<file path="config.mk">
export PLATFORM = sky130hd
export DESIGN_NAME = ov5640_capture_ctrl_flat
export DESIGN_NICKNAME = d
export VERILOG_FILES = /design/src/rtl/ov5640_capture_ctrl_if.sv /design/src/rtl/ov5640_capture_ctrl.sv /design/src/flat_wrapper.sv
export SDC_FILE = /design/constraint.sdc
export NUM_CORES = 1
export LEC_CHECK = 0
export BUFFER_PORTS_ARGS = -buffer_cell sky130_fd_sc_hd__buf_2
export CAP_MARGIN = 20
export CORE_UTILIZATION = 41
export DETAILED_ROUTE_END_ITERATION = 8
export MAX_ROUTING_LAYER = met4
export PLACE_DENSITY = 0.66
export SLEW_MARGIN = 20
export SYNTH_ARGS = -nofsm -noshare
export SYNTH_HDL_FRONTEND = slang
export SYNTH_SLANG_ARGS = --single-unit
</file>
<file path="constraint.sdc">
create_clock -name ov5640_pclk -period 6.3 [get_ports ov5640_pclk]
set_input_delay 1.89 -clock ov5640_pclk [delete_from_list [all_inputs] [get_ports ov5640_pclk]]
set_output_delay 1.89 -clock ov5640_pclk [all_outputs]
set_load 0.01 [all_outputs]
</file>
<file path="src/rtl/ov5640_capture_ctrl_if.sv">
// ov5640_capture_ctrl_if: sync/handshake bundle around the frame capture controller.
//   master : sensor sync + assembler pulse + capture control (drives inputs, sees status)
//   slave  : the capture controller itself
// Signals:
//   vsync, href      sensor frame/line sync
//   pix_wr_en        one pulse per assembled 16-bit pixel
//   cap_start/single/stop  capture control
//   cap_gate, busy   write-path enable, controller not idle
//   frame_start/done/err   one-cycle frame event pulses
//   pix_x, pix_y     pixel/line coordinates, frame_cnt good-frame count
interface ov5640_capture_ctrl_if;
  logic        vsync;
  logic        href;
  logic        pix_wr_en;
  logic        cap_start;
  logic        cap_single;
  logic        cap_stop;
  logic        cap_gate;
  logic        busy;
  logic        frame_start;
  logic        frame_done;
  logic        frame_err;
  logic [11:0] pix_x;
  logic [11:0] pix_y;
  logic [7:0]  frame_cnt;

  modport master (
    output vsync, href, pix_wr_en, cap_start, cap_single, cap_stop,
    input  cap_gate, busy, frame_start, frame_done, frame_err, pix_x, pix_y, frame_cnt
  );

  modport slave (
    input  vsync, href, pix_wr_en, cap_start, cap_single, cap_stop,
    output cap_gate, busy, frame_start, frame_done, frame_err, pix_x, pix_y, frame_cnt
  );
endinterface

</file>
<file path="src/rtl/ov5640_capture_ctrl.sv">
// ov5640_capture_ctrl: frame-level capture controller in the ov5640_pclk domain.
// Drops the sensor's settling frames after reset, then gates the assembler write
// path to whole frames (single-shot or continuous), tracks pixel/line coordinates
// and reports each closed frame as good (frame_done) or wrong geometry (frame_err).
// Ports:
//   ov5640_pclk  sensor pixel clock, rising edge
//   s_rst_n      asynchronous active-low reset
//   bus          ov5640_capture_ctrl_if.slave (sync inputs, control, status outputs)
module ov5640_capture_ctrl #(
  parameter int unsigned H_PIXELS    = 640,
  parameter int unsigned V_LINES     = 480,
  parameter int unsigned SKIP_FRAMES = 10
) (
  input  logic                        ov5640_pclk,
  input  logic                        s_rst_n,
  ov5640_capture_ctrl_if.slave        bus
);

  // Counter only needs to hold 0..SKIP_FRAMES-1; the final edge exits SKIP.
  localparam int unsigned SkipW = (SKIP_FRAMES > 1) ? $clog2(SKIP_FRAMES) : 1;
  localparam logic [SkipW-1:0] SkipLast = SkipW'(SKIP_FRAMES - 1);
  localparam logic [12:0] HLen = 13'(H_PIXELS);
  localparam logic [11:0] VLen = 12'(V_LINES);
  localparam logic [11:0] CoordMax = 12'hFFF;

  typedef enum logic [1:0] {StIdle, StSkip, StWaitVs, StActive} state_e;

  state_e           state_q;
  logic             vsync_r, href_r;
  logic [SkipW-1:0] skip_cnt_q;
  logic             skip_done_q;
  logic             mode_single_q;
  logic             stop_pend_q;
  logic             line_err_q;
  logic             cap_gate_q, busy_q;
  logic             frame_start_q, frame_done_q, frame_err_q;
  logic [11:0]      pix_x_q, pix_y_q;
  logic [7:0]       frame_cnt_q;

  logic        vs_pos, hs_neg, frame_good;
  logic [12:0] line_len;

  assign vs_pos     = bus.vsync & ~vsync_r;
  assign hs_neg     = href_r & ~bus.href;
  // A pixel pulse coinciding with the falling href still belongs to this line.
  assign line_len   = {1'b0, pix_x_q} + {12'd0, bus.pix_wr_en};
  assign frame_good = (pix_y_q == VLen) && !line_err_q;

  always_ff @(posedge ov5640_pclk or negedge s_rst_n) begin
    if (!s_rst_n) begin
      state_q       <= StIdle;
      vsync_r       <= 1'b0;
      href_r        <= 1'b0;
      skip_cnt_q    <= '0;
      skip_done_q   <= 1'b0;
      mode_single_q <= 1'b0;
      stop_pend_q   <= 1'b0;
      line_err_q    <= 1'b0;
      cap_gate_q    <= 1'b0;
      busy_q        <= 1'b0;
      frame_start_q <= 1'b0;
      frame_done_q  <= 1'b0;
      frame_err_q   <= 1'b0;
      pix_x_q       <= '0;
      pix_y_q       <= '0;
      frame_cnt_q   <= '0;
    end else begin
      vsync_r       <= bus.vsync;
      href_r        <= bus.href;
      frame_start_q <= 1'b0;
      frame_done_q  <= 1'b0;
      frame_err_q   <= 1'b0;

      case (state_q)
        StIdle: begin
          if (bus.cap_start) begin
            mode_single_q <= bus.cap_single;
            busy_q        <= 1'b1;
            if (!skip_done_q) begin
              state_q    <= StSkip;
              skip_cnt_q <= '0;
            end else begin
              state_q <= StWaitVs;
            end
          end
        end

        StSkip: begin
          if (bus.cap_stop) begin
            state_q <= StIdle;
            busy_q  <= 1'b0;
          end else if (vs_pos) begin
            if (skip_cnt_q == SkipLast) begin
              skip_done_q   <= 1'b1;
              state_q       <= StActive;
              cap_gate_q    <= 1'b1;
              frame_start_q <= 1'b1;
              pix_x_q       <= '0;
              pix_y_q       <= '0;
              line_err_q    <= 1'b0;
            end else begin
              skip_cnt_q <= skip_cnt_q + SkipW'(1);
            end
          end
        end

        StWaitVs: begin
          if (bus.cap_stop) begin
            state_q <= StIdle;
            busy_q  <= 1'b0;
          end else if (vs_pos) begin
            state_q       <= StActive;
            cap_gate_q    <= 1'b1;
            frame_start_q <= 1'b1;
            pix_x_q       <= '0;
            pix_y_q       <= '0;
            line_err_q    <= 1'b0;
          end
        end

        StActive: begin
          if (vs_pos) begin
            // Frame close; any pixel pulse on this edge is dropped.
            if (frame_good) begin
              frame_done_q <= 1'b1;
              frame_cnt_q  <= frame_cnt_q + 8'd1;
            end else begin
              frame_err_q <= 1'b1;
            end
            if (mode_single_q || stop_pend_q || bus.cap_stop) begin
              state_q     <= StIdle;
              cap_gate_q  <= 1'b0;
              busy_q      <= 1'b0;
              stop_pend_q <= 1'b0;
            end else begin
              frame_start_q <= 1'b1;
              pix_x_q       <= '0;
              pix_y_q       <= '0;
              line_err_q    <= 1'b0;
            end
          end else begin
            if (bus.cap_stop) begin
              stop_pend_q <= 1'b1;
            end
            if (hs_neg) begin
              if (line_len != HLen) begin
                line_err_q <= 1'b1;
              end
              pix_x_q <= '0;
              if (pix_y_q != CoordMax) begin
                pix_y_q <= pix_y_q + 12'd1;
              end
            end else if (bus.pix_wr_en && (pix_x_q != CoordMax)) begin
              pix_x_q <= pix_x_q + 12'd1;
            end
          end
        end

        default: state_q <= StIdle;
      endcase
    end
  end

  assign bus.cap_gate    = cap_gate_q;
  assign bus.busy        = busy_q;
  assign bus.frame_start = frame_start_q;
  assign bus.frame_done  = frame_done_q;
  assign bus.frame_err   = frame_err_q;
  assign bus.pix_x       = pix_x_q;
  assign bus.pix_y       = pix_y_q;
  assign bus.frame_cnt   = frame_cnt_q;

endmodule

</file>
<file path="src/flat_wrapper.sv">
// flat-port wrapper written by rule: the top's interface ports become plain ports
module ov5640_capture_ctrl_flat 
#(
  parameter int unsigned H_PIXELS    = 640,
  parameter int unsigned V_LINES     = 480,
  parameter int unsigned SKIP_FRAMES = 10
)
  (ov5640_pclk, s_rst_n, bus_vsync, bus_href, bus_pix_wr_en, bus_cap_start, bus_cap_single, bus_cap_stop, bus_cap_gate, bus_busy, bus_frame_start, bus_frame_done, bus_frame_err, bus_pix_x, bus_pix_y, bus_frame_cnt);
  ov5640_capture_ctrl_if bus_i ();
  input  logic ov5640_pclk;
  input  logic s_rst_n;
  input wire logic [$bits(bus_i.vsync)-1:0] bus_vsync;
  input wire logic [$bits(bus_i.href)-1:0] bus_href;
  input wire logic [$bits(bus_i.pix_wr_en)-1:0] bus_pix_wr_en;
  input wire logic [$bits(bus_i.cap_start)-1:0] bus_cap_start;
  input wire logic [$bits(bus_i.cap_single)-1:0] bus_cap_single;
  input wire logic [$bits(bus_i.cap_stop)-1:0] bus_cap_stop;
  output wire logic [$bits(bus_i.cap_gate)-1:0] bus_cap_gate;
  output wire logic [$bits(bus_i.busy)-1:0] bus_busy;
  output wire logic [$bits(bus_i.frame_start)-1:0] bus_frame_start;
  output wire logic [$bits(bus_i.frame_done)-1:0] bus_frame_done;
  output wire logic [$bits(bus_i.frame_err)-1:0] bus_frame_err;
  output wire logic [$bits(bus_i.pix_x)-1:0] bus_pix_x;
  output wire logic [$bits(bus_i.pix_y)-1:0] bus_pix_y;
  output wire logic [$bits(bus_i.frame_cnt)-1:0] bus_frame_cnt;
  assign bus_i.vsync = bus_vsync;
  assign bus_i.href = bus_href;
  assign bus_i.pix_wr_en = bus_pix_wr_en;
  assign bus_i.cap_start = bus_cap_start;
  assign bus_i.cap_single = bus_cap_single;
  assign bus_i.cap_stop = bus_cap_stop;
  assign bus_cap_gate = bus_i.cap_gate;
  assign bus_busy = bus_i.busy;
  assign bus_frame_start = bus_i.frame_start;
  assign bus_frame_done = bus_i.frame_done;
  assign bus_frame_err = bus_i.frame_err;
  assign bus_pix_x = bus_i.pix_x;
  assign bus_pix_y = bus_i.pix_y;
  assign bus_frame_cnt = bus_i.frame_cnt;
  ov5640_capture_ctrl #(.H_PIXELS(H_PIXELS), .V_LINES(V_LINES), .SKIP_FRAMES(SKIP_FRAMES)) u_core (.ov5640_pclk(ov5640_pclk), .s_rst_n(s_rst_n), .bus(bus_i));
endmodule
</file>
==> metrics.md <==
| Metric | Value |
|---|---|
| Final WL | between 7000 and 8000 µm |
| Final Critical Period | 3.65 ns |
| GRT Util Overall | 20.6% |
| Synth Instances | roughly 320 |
| Nets@finish | 385 |
| CP Max Fanout | 13 |
| Hold WC Path Type | reg -> reg |
| RSZ-0062 raised after global routing | false |
| Clk_lat worst skew | approximately 0.32 ns |
| Synthesized-area fraction occupied by and/or/nand/nor cells | around 23% |
| Share of the synthesized area in the top cell type | 40.6% |
| Root buffer cell | clkbuf_8 |
| Number of synthesized flops with an enable pin | 0 |
| Vias | around 2700 |
| Mapped Nets | ~340 |
| First-pass DRT Iterations | 5 |
| TritonCTS buffer count | 5 |
| CTS clk-pin slew, worst paths | 0.10 ns |
| Peak Freq | about 270 MHz |
| Synth async-reset ratio | 100% |
| Post-synthesis compound-gate area fraction | between 10% and 20% |
| TritonCTS clock tree | yes |
| Rows | 30 |
| Clk sink count | 49 |
| H-tree levels | 2 |
| IO Port Bufs | 44 |
| Synth cell types | 62 |
| GRT overflow | 0 |
| Worst path cell trace | buf_2, nand2b_1, nand3_1, or2_2, or4_1, nand2_1 |
| Hold buffers post-CTS | 0 |
| Initial antenna violation count | 0 |
| Fin. Hold Viols | 0 |
| Number of antenna diodes | 0 |
| CP max stage cell | or2_2 |
| Crit path DAT | roughly 3.9 ns |
| Required time of the critical path | 6.55 ns |
| Lkg Pwr | 1.59 nW |
| Status | finished clean |
| Sequential share of the synthesized area | about two fifths |
| Multiplexer area fraction after synthesis | 4.88% |
| Io pins | 45 |
| Post-Syn Area per Cell | 9.36 µm² |
| ANT nets after route | 0 |
| Die height | 87.9 µm |
| Core Region | 0.00694 mm² |
| Global-route wire length before repair | approximately 12000 µm |
| Area post-placement | ~0.0033 mm² |
| Max-slew headroom | a little over two fifths |
| Worst Setup Path Type | in -> reg |
| Main combinational cell family by area after synthesis | simple AND/OR/NAND/NOR gates |
| Slew Limit Fails | 0 |
| Finished Layout Cells | roughly 460 |
| CP Launch Type | primary input |
| HPWL Detailed | 5100 µm |
| Register area | ~0.0012 mm² |
| Die W | between 80 and 90 µm |
| CTS max path bufs | 2 |
| Most common cell in the synthesized netlist | dfrtp_1 |
| Synth warn | 0 |
| Largest net degree at the start of global routing | 50 |
| Vias in the first global route | 2479 |
| Tcrit/Tclk final | between 50 and 60% |
| CP Capture Type | flop |
| Main flop type after synthesis | dfrtp_1 |
| Final setup fails | 0 |
| WL/cell | around 16 µm |
| Synth area leaders | dfrtp_1 41%, ha_1 5.4%, o21ai_0 4.8% |
| PD cells | 287 mW/mm² |
| Gpl congestion | approximately 0.92 |
| Max-cap viol count | 0 |
| Synthesized flop and latch total | between 40 and 50 |
| Fill cells | roughly 660 |
| Die area | 0.00772 mm² |
| Routed vias/inst | just under 6 |
| Commonest cells in the netlist | 49 x dfrtp_1, 29 x o21ai_0, 23 x nand2_1 |
| Total negative setup slack | 0 ns |
| Placed cells | 453 |
| Layout cells sized above 1 | between 20% and 30% |
| Area occupied by multi-input gates | approximately 0.0017 mm² |
| Synth area leader | dfrtp_1 |
| Initial drt markers | 232 |
| Resized cells post-CTS | 0 |
| Area growth from synthesis to layout | 13.7% |
| Fin area | 0.00344 mm² |
| Layout Skew | about 0.015 ns |
| XOR/XNOR Fraction of Synth Area | 3.19% |
| Initial Util | between 40% and 50% |
| Peak VDD IR | approximately 0.00012 V |
| Post-Synth Adder-Cell Area | roughly 5.4% |
| Post-Synthesis Cell Area | 0.00302 mm² |
| Drt drc | 0 |
| Pwr Total | roughly 990 µW |
| Postcts setup bufs | 0 |
| Crit path largest cell delay | ~0.50 ns |
| Slew @ Worst Pin | 0.846 ns |
[path summary, 6_finish.rpt]
path	endpoint	depth (start not counted)	slack, ns	start
setup / recovery	u_core.bus.pix_x[5]	6	2.65	bus_vsync
hold / removal	u_core.bus.frame_cnt[7]	1	0.47	u_core.bus.frame_cnt[7]
setup reg to reg	u_core.bus.pix_x[7]	6	3.79	u_core.state_q[0]
hold reg to reg	u_core.bus.frame_cnt[7]	1	0.47	u_core.bus.frame_cnt[7]
max in group asynchronous	u_core.bus.pix_y[11]	2	4.19	s_rst_n
min in group asynchronous	u_core.bus.frame_cnt[4]	2	1.67	s_rst_n
[where the power goes]
group / switching, mW / internal, mW / leakage (nW) / total (mW)
registers: 0.0333 / 0.354 / 0.664 / 0.387
logic: 0.227 / 0.136 / 0.869 / 0.362
clock network: 0.117 / 0.119 / 0.0543 / 0.236
[layer usage]
metal	vias up	global-route usage, %	routed length, µm
li1	1289	-	-
met1	1255	27.7	3430
met2	129	31.2	3110
met3	14	3.39	475
met4	0	7.60	134
met5	-	-	0
[through the flow]
stage               utilization, %  setup slack, ns  hold slack [ns]
global placement              47.9             2.43            0.456
floorplan                        -             3.04            0.482
finish                        49.5             2.65            0.471
CTS                           49.5             2.70            0.480
detailed placement            47.9             2.36            0.463
global route                  49.5             2.50            0.508
[registers in the layout, summed over array words and instances (netlist names), 2 cells and up]
register / flops
u_core.bus.pix_x: 12
u_core.bus.pix_y: 12
u_core.bus.frame_cnt: 8
u_core.skip_cnt_q: 4
u_core.state_q: 2
[layout by cell type, fill, tap and decap left out, drive strengths merged, types with 4 or more instances in the layout]
master  count
and3        6
nand2b      4
nor2       21
mux2        6
inv        13
mux2i       8
nor4        4
o21ai      29
xnor2       8
o211ai      4
nor2b       4
and4        7
a21oi      17
o31ai       5
o21a        4
clkbuf      5
nand3      18
nand2      23
dfrtp      49
a31oi       5
nand4      11
buf        45
and2        4
ha         13
[cell families after synthesis]
logic type | Yosys count
AO/OA/AOI/OAI | 91
buffers and inverters | 24
XOR/XNOR | 11
adder cells (fa/ha/maj) | 13
flip-flops | 49
multiplexers | 14
AND/OR/NAND/NOR | 121
[area by class of cell]
cell class / instances / area share (%)
multi-input cells: 250 / 49.5
flip-flops and latches: 49 / 35.7
repair buffers: 45 / 6.62
well taps: 96 / 3.49
clock buffers: 5 / 2.00
inverters: 13 / 1.42
clock inverters: 3 / 1.35
[critical path: cells and delay by family]
| kind | cells | cell delay (ns) |
|---|---|---|
| buffers and inverters | 1 | 0.12 |
| and+or+nand+nor | 5 | 1.89 |
No activity file was read; power rests on OpenSTA's default activity.
